File: src/rtl/pipe_pkg.sv
// Shared definitions for the pipeline hazard controller.
//   - stage bit indices for the stall/flush vectors
//   - controller state encoding
//   - stage masks and the per-cycle control bundle
package pipe_pkg;

  localparam int NSTG      = 5;
  localparam int IDX_PC    = 0;
  localparam int IDX_IFID  = 1;
  localparam int IDX_IDEX  = 2;
  localparam int IDX_EXMEM = 3;
  localparam int IDX_MEMWB = 4;

  localparam logic [31:0] ZeroWord = 32'h0000_0000;

  localparam logic [NSTG-1:0] M_PC    = NSTG'(1 << IDX_PC);
  localparam logic [NSTG-1:0] M_IFID  = NSTG'(1 << IDX_IFID);
  localparam logic [NSTG-1:0] M_IDEX  = NSTG'(1 << IDX_IDEX);
  localparam logic [NSTG-1:0] M_EXMEM = NSTG'(1 << IDX_EXMEM);
  localparam logic [NSTG-1:0] M_MEMWB = NSTG'(1 << IDX_MEMWB);
  localparam logic [NSTG-1:0] M_ALL   = M_PC | M_IFID | M_IDEX | M_EXMEM | M_MEMWB;

  typedef enum logic [1:0] {
    ST_RUN     = 2'd0,
    ST_MEMWAIT = 2'd1,
    ST_HALT    = 2'd2
  } pipe_state_e;

  typedef struct packed {
    logic [NSTG-1:0] stall;
    logic [NSTG-1:0] flush;
    logic            redirect;
  } pipe_ctl_t;

endpackage

File: src/rtl/pipe_watchdog.sv
// Memory-stall watchdog.
//   dclk    : pipeline clock
//   rst     : async active-low reset
//   in_wait : controller is in MEMWAIT
//   busy    : memory stage still busy this cycle
//   trip    : this cycle is the TIMEOUT-th consecutive MEMWAIT cycle with busy high
module pipe_watchdog
  import pipe_pkg::*;
#(
  parameter int TIMEOUT = 16
) (
  input  logic dclk,
  input  logic rst,
  input  logic in_wait,
  input  logic busy,
  output logic trip
);

  // cnt holds the number of MEMWAIT cycles already completed; the
  // current cycle is number cnt+1, so the compare is against TIMEOUT-1.
  logic [7:0] cnt;

  always_ff @(posedge dclk or negedge rst) begin
    if (!rst)                          cnt <= '0;
    else if (in_wait && busy) begin
      if (cnt != 8'hFF)                cnt <= cnt + 8'd1;
    end
    else                               cnt <= '0;
  end

  assign trip = in_wait && busy && (cnt == 8'(TIMEOUT - 1));

endmodule

File: src/rtl/pipe_ctrl.sv
// Five-stage pipeline hazard / halt controller.
//   dclk, rst        : clock, async active-low reset
//   stallreq_id      : load-use hazard from ID
//   stallreq_mem     : memory stage busy
//   branch_ex        : taken branch resolved in EX, target in target_ex
//   halt_req, resume : debug halt entry / single-cycle exit pulse
//   stall, flush     : per-stage hold / bubble enables ([0]pc .. [4]mem_wb)
//   pc_redirect      : PC load strobe, redirect_pc = load value
//   halted           : in HALT
//   err_timeout      : sticky watchdog error
//   stall_cnt        : cycles with stall[0]=1
module pipe_ctrl
  import pipe_pkg::*;
#(
  parameter int TIMEOUT = 16
) (
  input  logic            dclk,
  input  logic            rst,
  input  logic            stallreq_id,
  input  logic            stallreq_mem,
  input  logic            branch_ex,
  input  logic [31:0]     target_ex,
  input  logic            halt_req,
  input  logic            resume,
  output logic [NSTG-1:0] stall,
  output logic [NSTG-1:0] flush,
  output logic            pc_redirect,
  output logic [31:0]     redirect_pc,
  output logic            halted,
  output logic            err_timeout,
  output logic [31:0]     stall_cnt
);

  pipe_state_e state, nxt;
  pipe_ctl_t   ctl;
  logic        trip;

  pipe_watchdog #(.TIMEOUT(TIMEOUT)) u_wdog (
    .dclk    (dclk),
    .rst     (rst),
    .in_wait (state == ST_MEMWAIT),
    .busy    (stallreq_mem),
    .trip    (trip)
  );

  always_ff @(posedge dclk or negedge rst) begin
    if (!rst) state <= ST_RUN;
    else      state <= nxt;
  end

  always_comb begin
    ctl = '0;
    nxt = state;
    case (state)
      ST_HALT: begin
        ctl.stall = M_ALL;
        if (resume) nxt = ST_RUN;
      end
      ST_RUN, ST_MEMWAIT: begin
        if (stallreq_mem) begin
          // Hold everything up to ex_mem; a branch in EX stays put and is
          // taken once memory frees up.
          ctl.stall = M_PC | M_IFID | M_IDEX | M_EXMEM;
          ctl.flush = M_MEMWB;
          nxt       = trip ? ST_HALT : ST_MEMWAIT;
        end
        else begin
          if (branch_ex) begin
            ctl.flush    = M_IFID | M_IDEX;
            ctl.redirect = 1'b1;
          end
          else if (stallreq_id) begin
            ctl.stall = M_PC | M_IFID;
            ctl.flush = M_IDEX;
          end
          nxt = (state == ST_RUN && halt_req) ? ST_HALT : ST_RUN;
        end
      end
      default: nxt = ST_RUN;
    endcase
  end

  // Reset masks the combinational controls so no stall leaks out while rst=0.
  assign stall       = rst ? ctl.stall    : '0;
  assign flush       = rst ? ctl.flush    : '0;
  assign pc_redirect = rst ? ctl.redirect : 1'b0;
  assign redirect_pc = target_ex;
  assign halted      = (state == ST_HALT);

  always_ff @(posedge dclk or negedge rst) begin
    if (!rst)      err_timeout <= 1'b0;
    else if (trip) err_timeout <= 1'b1;
  end

  always_ff @(posedge dclk or negedge rst) begin
    if (!rst)                stall_cnt <= ZeroWord;
    else if (stall[IDX_PC])  stall_cnt <= stall_cnt + 32'd1;
  end

endmodule

File: config.mk
export PLATFORM = sky130hd
export DESIGN_NAME = pipe_ctrl
export DESIGN_NICKNAME = d
export VERILOG_FILES = /design/src/rtl/pipe_pkg.sv /design/src/rtl/pipe_watchdog.sv /design/src/rtl/pipe_ctrl.sv
export SDC_FILE = /design/constraint.sdc
export NUM_CORES = 1
export LEC_CHECK = 0
export ABC_AREA = 1
export CAP_MARGIN = 20
export CORE_MARGIN = 5
export CORE_UTILIZATION = 35
export DETAILED_ROUTE_END_ITERATION = 8
export PLACE_DENSITY = 0.75
export SETUP_SLACK_MARGIN = 0.05
export SYNTH_ARGS = -nofsm -noshare
export SYNTH_HDL_FRONTEND = slang
export SYNTH_SLANG_ARGS = --single-unit
File: constraint.sdc
create_clock -name dclk -period 3.66 [get_ports dclk]
set_input_delay 0.366 -clock dclk [delete_from_list [all_inputs] [get_ports dclk]]
set_output_delay 0.366 -clock dclk [all_outputs]
set_load 0.02 [all_outputs]
==> impl_metrics.py <==
metrics = {
    "global_routing": {
        "grt_max_degree": 27,
        "grt_pass1_vias": 2225,
        "track_usage_pct": 13.2,
        "grt_pass1_wl_um": 10500,
        "overflow": 0,
        "antenna_found_initial": 0,
    },
    "clock_tree": {
        "cts_max_level": 2,
        "cts_made_buffers": 5,
        "root_buffer": "clkbuf_8",
        "cts_resized": 0,
        "clk_latency_ns": 0.29,
        "cts_tree": "yes",
        "cts_buffer_depth": 2,
        "cts_hold_repair.buffers": 0,
        "path_clk_slew_ns": 0.08,
        "post_cts_buffers": 0,
        "cts_sinks": 43,
    },
    "route": {
        "drt_iter0_markers": 103,
        "viasPerCell": 4.63,
        "post_drt_wl_per_cell_um": 12.5,
        "antenna_left": 0,
        "wirelength_um": 5990,
        "vias": 2228,
        "drc_errors": 0,
        "drt-pass1-iter-count": 4,
    },
    "logic_synthesis": {
        "synth_cell_types": 24,
        "ys_seq_area_share_pct": 40.4,
        "synth-seq-cells": 43,
        "synthTopCellsByArea": "dfrtp_1, nand2_1, buf_4",
        "synthesis.instances": 362,
        "syn-cell-area_um2": 2660,
        "ys_warn_count": 0,
        "synth_top_area_share_pct": 40.4,
        "syn-mean-instance-area_um2": 7.36,
        "synth_top_cell_by_area": "dfrtp_1",
    },
    "worst_setup_path": {
        "cp_slowest_cell": "clkdlybuf4s50_1",
        "r2r_slack_ns": 1.97,
        "path_cells": "clkdlybuf4s50_1 -> nor2_2 -> a21oi_4 -> clkdlybuf4s50_1",
        "reg2reg_from": "state[1]$_DFFE_PN0P_",
        "slowest_delay_ns": 0.68,
        "end_kind": "primary output",
        "start_kind": "input port",
        "reg2reg_depth": 7,
        "setup.worst_path.start": "stallreq_mem",
        "cp_common_cell": "clkdlybuf4s50_1",
        "crit_type": "in2out",
        "worstReg2RegEnd": "stall_cnt[20]$_DFFE_PN0P_",
        "required_ns": 3.29,
        "endpoint": "stall[1]",
        "cp_max_fo": 11,
        "critPathArrivalTime_ns": 2.01,
    },
    "floorplanning": {
        "ios": 116,
        "fp-row-count": 31,
        "die-area_um2": 9460,
        "start_util_pct": 36.3,
        "die_y_um": 97.2,
        "core_area_um2": 7330,
        "die_width_um": 97.2,
    },
    "sta": {
        "rsz0062_at_grt": "no",
        "clock_skew_ns": 0.00848,
        "fmax_ghz": 0.420,
        "fin_setup_tns_ns": 0,
        "setup_viol": 0,
        "fin_crit_sh_pct": 65.0,
        "finalHoldViolCount": 0,
        "final.min_clock_period_ns": 2.38,
        "slew_violations": 0,
    },
    "finish": {
        "drive_above_1_share_pct": 3.93,
        "diodes": 0,
        "area_delta_synth_final_pct": 16.5,
        "fin_nets": 423,
        "most-common-layout-cells": "nand2_1, nor2_1, clkdlybuf4s50_1, dfrtp_1, inv_1",
        "final_area_um2": 3100,
        "final_common_cell": "nand2_1",
    },
    "placed_design": {
        "dp_hpwl_um": 4700,
        "place_area_um2": 3000,
        "port_buffers": 49,
        "gp_congestion": 0.842,
    },
    "outcome": {
        "status": "completed",
    },
    "power": {
        "peakVddDrop_mv": 0.148,
        "power.density_nw_per_um2": 370,
        "p_leak_nw": 1.41,
    },
    "min_path": {
        "hp-class": "in2async",
    },
    "run": {
        "maxCapViolations": 0,
    },
}
-- kinds of logic (layout without fill, tap and decap cells) --
| logic type | after synthesis | after routing | share of synthesized area [%] |
|---|---|---|---|
| AND/OR/NAND/NOR | 208 | 208 | 33.4 |
| buffers and inverters | 78 | 97 | 16.3 |
| flip-flops | 43 | 43 | 40.4 |
| XOR/XNOR | 19 | 19 | 6.25 |
| AO/OA/AOI/OAI | 11 | 11 | 2.63 |
| adder cells (fa/ha/maj) | 2 | 2 | 0.939 |
| other | 1 | 2 | 0.141 |
-- worst min-delay path by stage --
| stage | depth (start not counted) | start | slack [ns] | end |
|---|---|---|---|---|
| 5_1_grt | 1 | rst | 0.04 | err_timeout$_DFFE_PN0P_ |
| 6_report | 1 | rst | 0.01 | u_wdog.cnt[0]$_DFFE_PN0P_ |
| 4_1_cts | 1 | rst | 0.03 | u_wdog.cnt[0]$_DFFE_PN0P_ |
| 3_5_place_dp | 1 | rst | 0.35 | u_wdog.cnt[0]$_DFFE_PN0P_ |
| 3_3_place_gp | 1 | rst | 0.34 | u_wdog.cnt[1]$_DFFE_PN0P_ |
| 2_1_floorplan | 0 | rst | 0.07 | err_timeout$_DFFE_PN0P_ |
-- layout make-up --
class                           instances  area (um2)
Clock buffer                            6        72.6
Clock inverter                          1        30.0
Fill cell                             742        4230
Inverter                               40         150
Multi-Input combinational cell        242        1160
Sequential cell                        43        1080
Tap cell                               99         124
Timing Repair Buffer                   50         493
-- per-layer routing --
| metal | vias to the layer above | wire length (um) | track usage (%) |
|---|---|---|---|
| li1 | 1137 | - | - |
| met1 | 1030 | 2660 | 16.6 |
| met2 | 44 | 2880 | 22.1 |
| met3 | 17 | 359 | 3.73 |
| met4 | 0 | 91 | 4.15 |
| met5 | - | 0 | 0 |
-- flip-flops by register name, indices dropped and copies added, names as in the netlist --
name and cells:
err_timeout 1, stall_cnt 32, u_wdog.cnt 8, state 2
-- metrics by stage --
step / instances / hold WS (ns) / worst slack, ns / power [mW] / utilization, %
floorplan: 363 / 0.0704 / 2.04 / 0.737 / -
CTS: 481 / 0.0254 / 1.27 / 1.16 / 42.3
finish: 481 / 0.0138 / 1.28 / 1.15 / 42.3
detailed placement: 474 / 0.349 / 1.27 / 0.806 / 40.9
global route: 481 / 0.0371 / 1.20 / 1.21 / 42.3
global placement: 474 / 0.339 / 1.30 / 0.799 / 40.9
-- Yosys cell counts, drive strengths merged --
cell type / n
nor4: 1
nor3: 3
nor2: 55
xnor2: 7
nand3b: 4
conb: 1
o21ai: 4
and2: 1
dfrtp: 43
nand2: 105
inv: 40
ha: 2
a21oi: 5
o211ai: 1
buf: 38
a31oi: 1
nand3: 20
nand4: 17
xor2: 12
and3: 2
-- worst max-delay path, delay by kind of cell --
kind                   cells  cell delay (ns)
AOI/OAI and AO/OA          1             0.32
and+or+nand+nor            1             0.10
buffers and inverters      2             1.22
-- power breakdown --
part / total, mW / switching (mW) / internal (mW)
registers: 0.550 / 0.0405 / 0.510
clock network: 0.357 / 0.157 / 0.200
logic: 0.240 / 0.136 / 0.103
total: 1.15 / 0.334 / 0.813
Power figures use the tool's default switching activity.
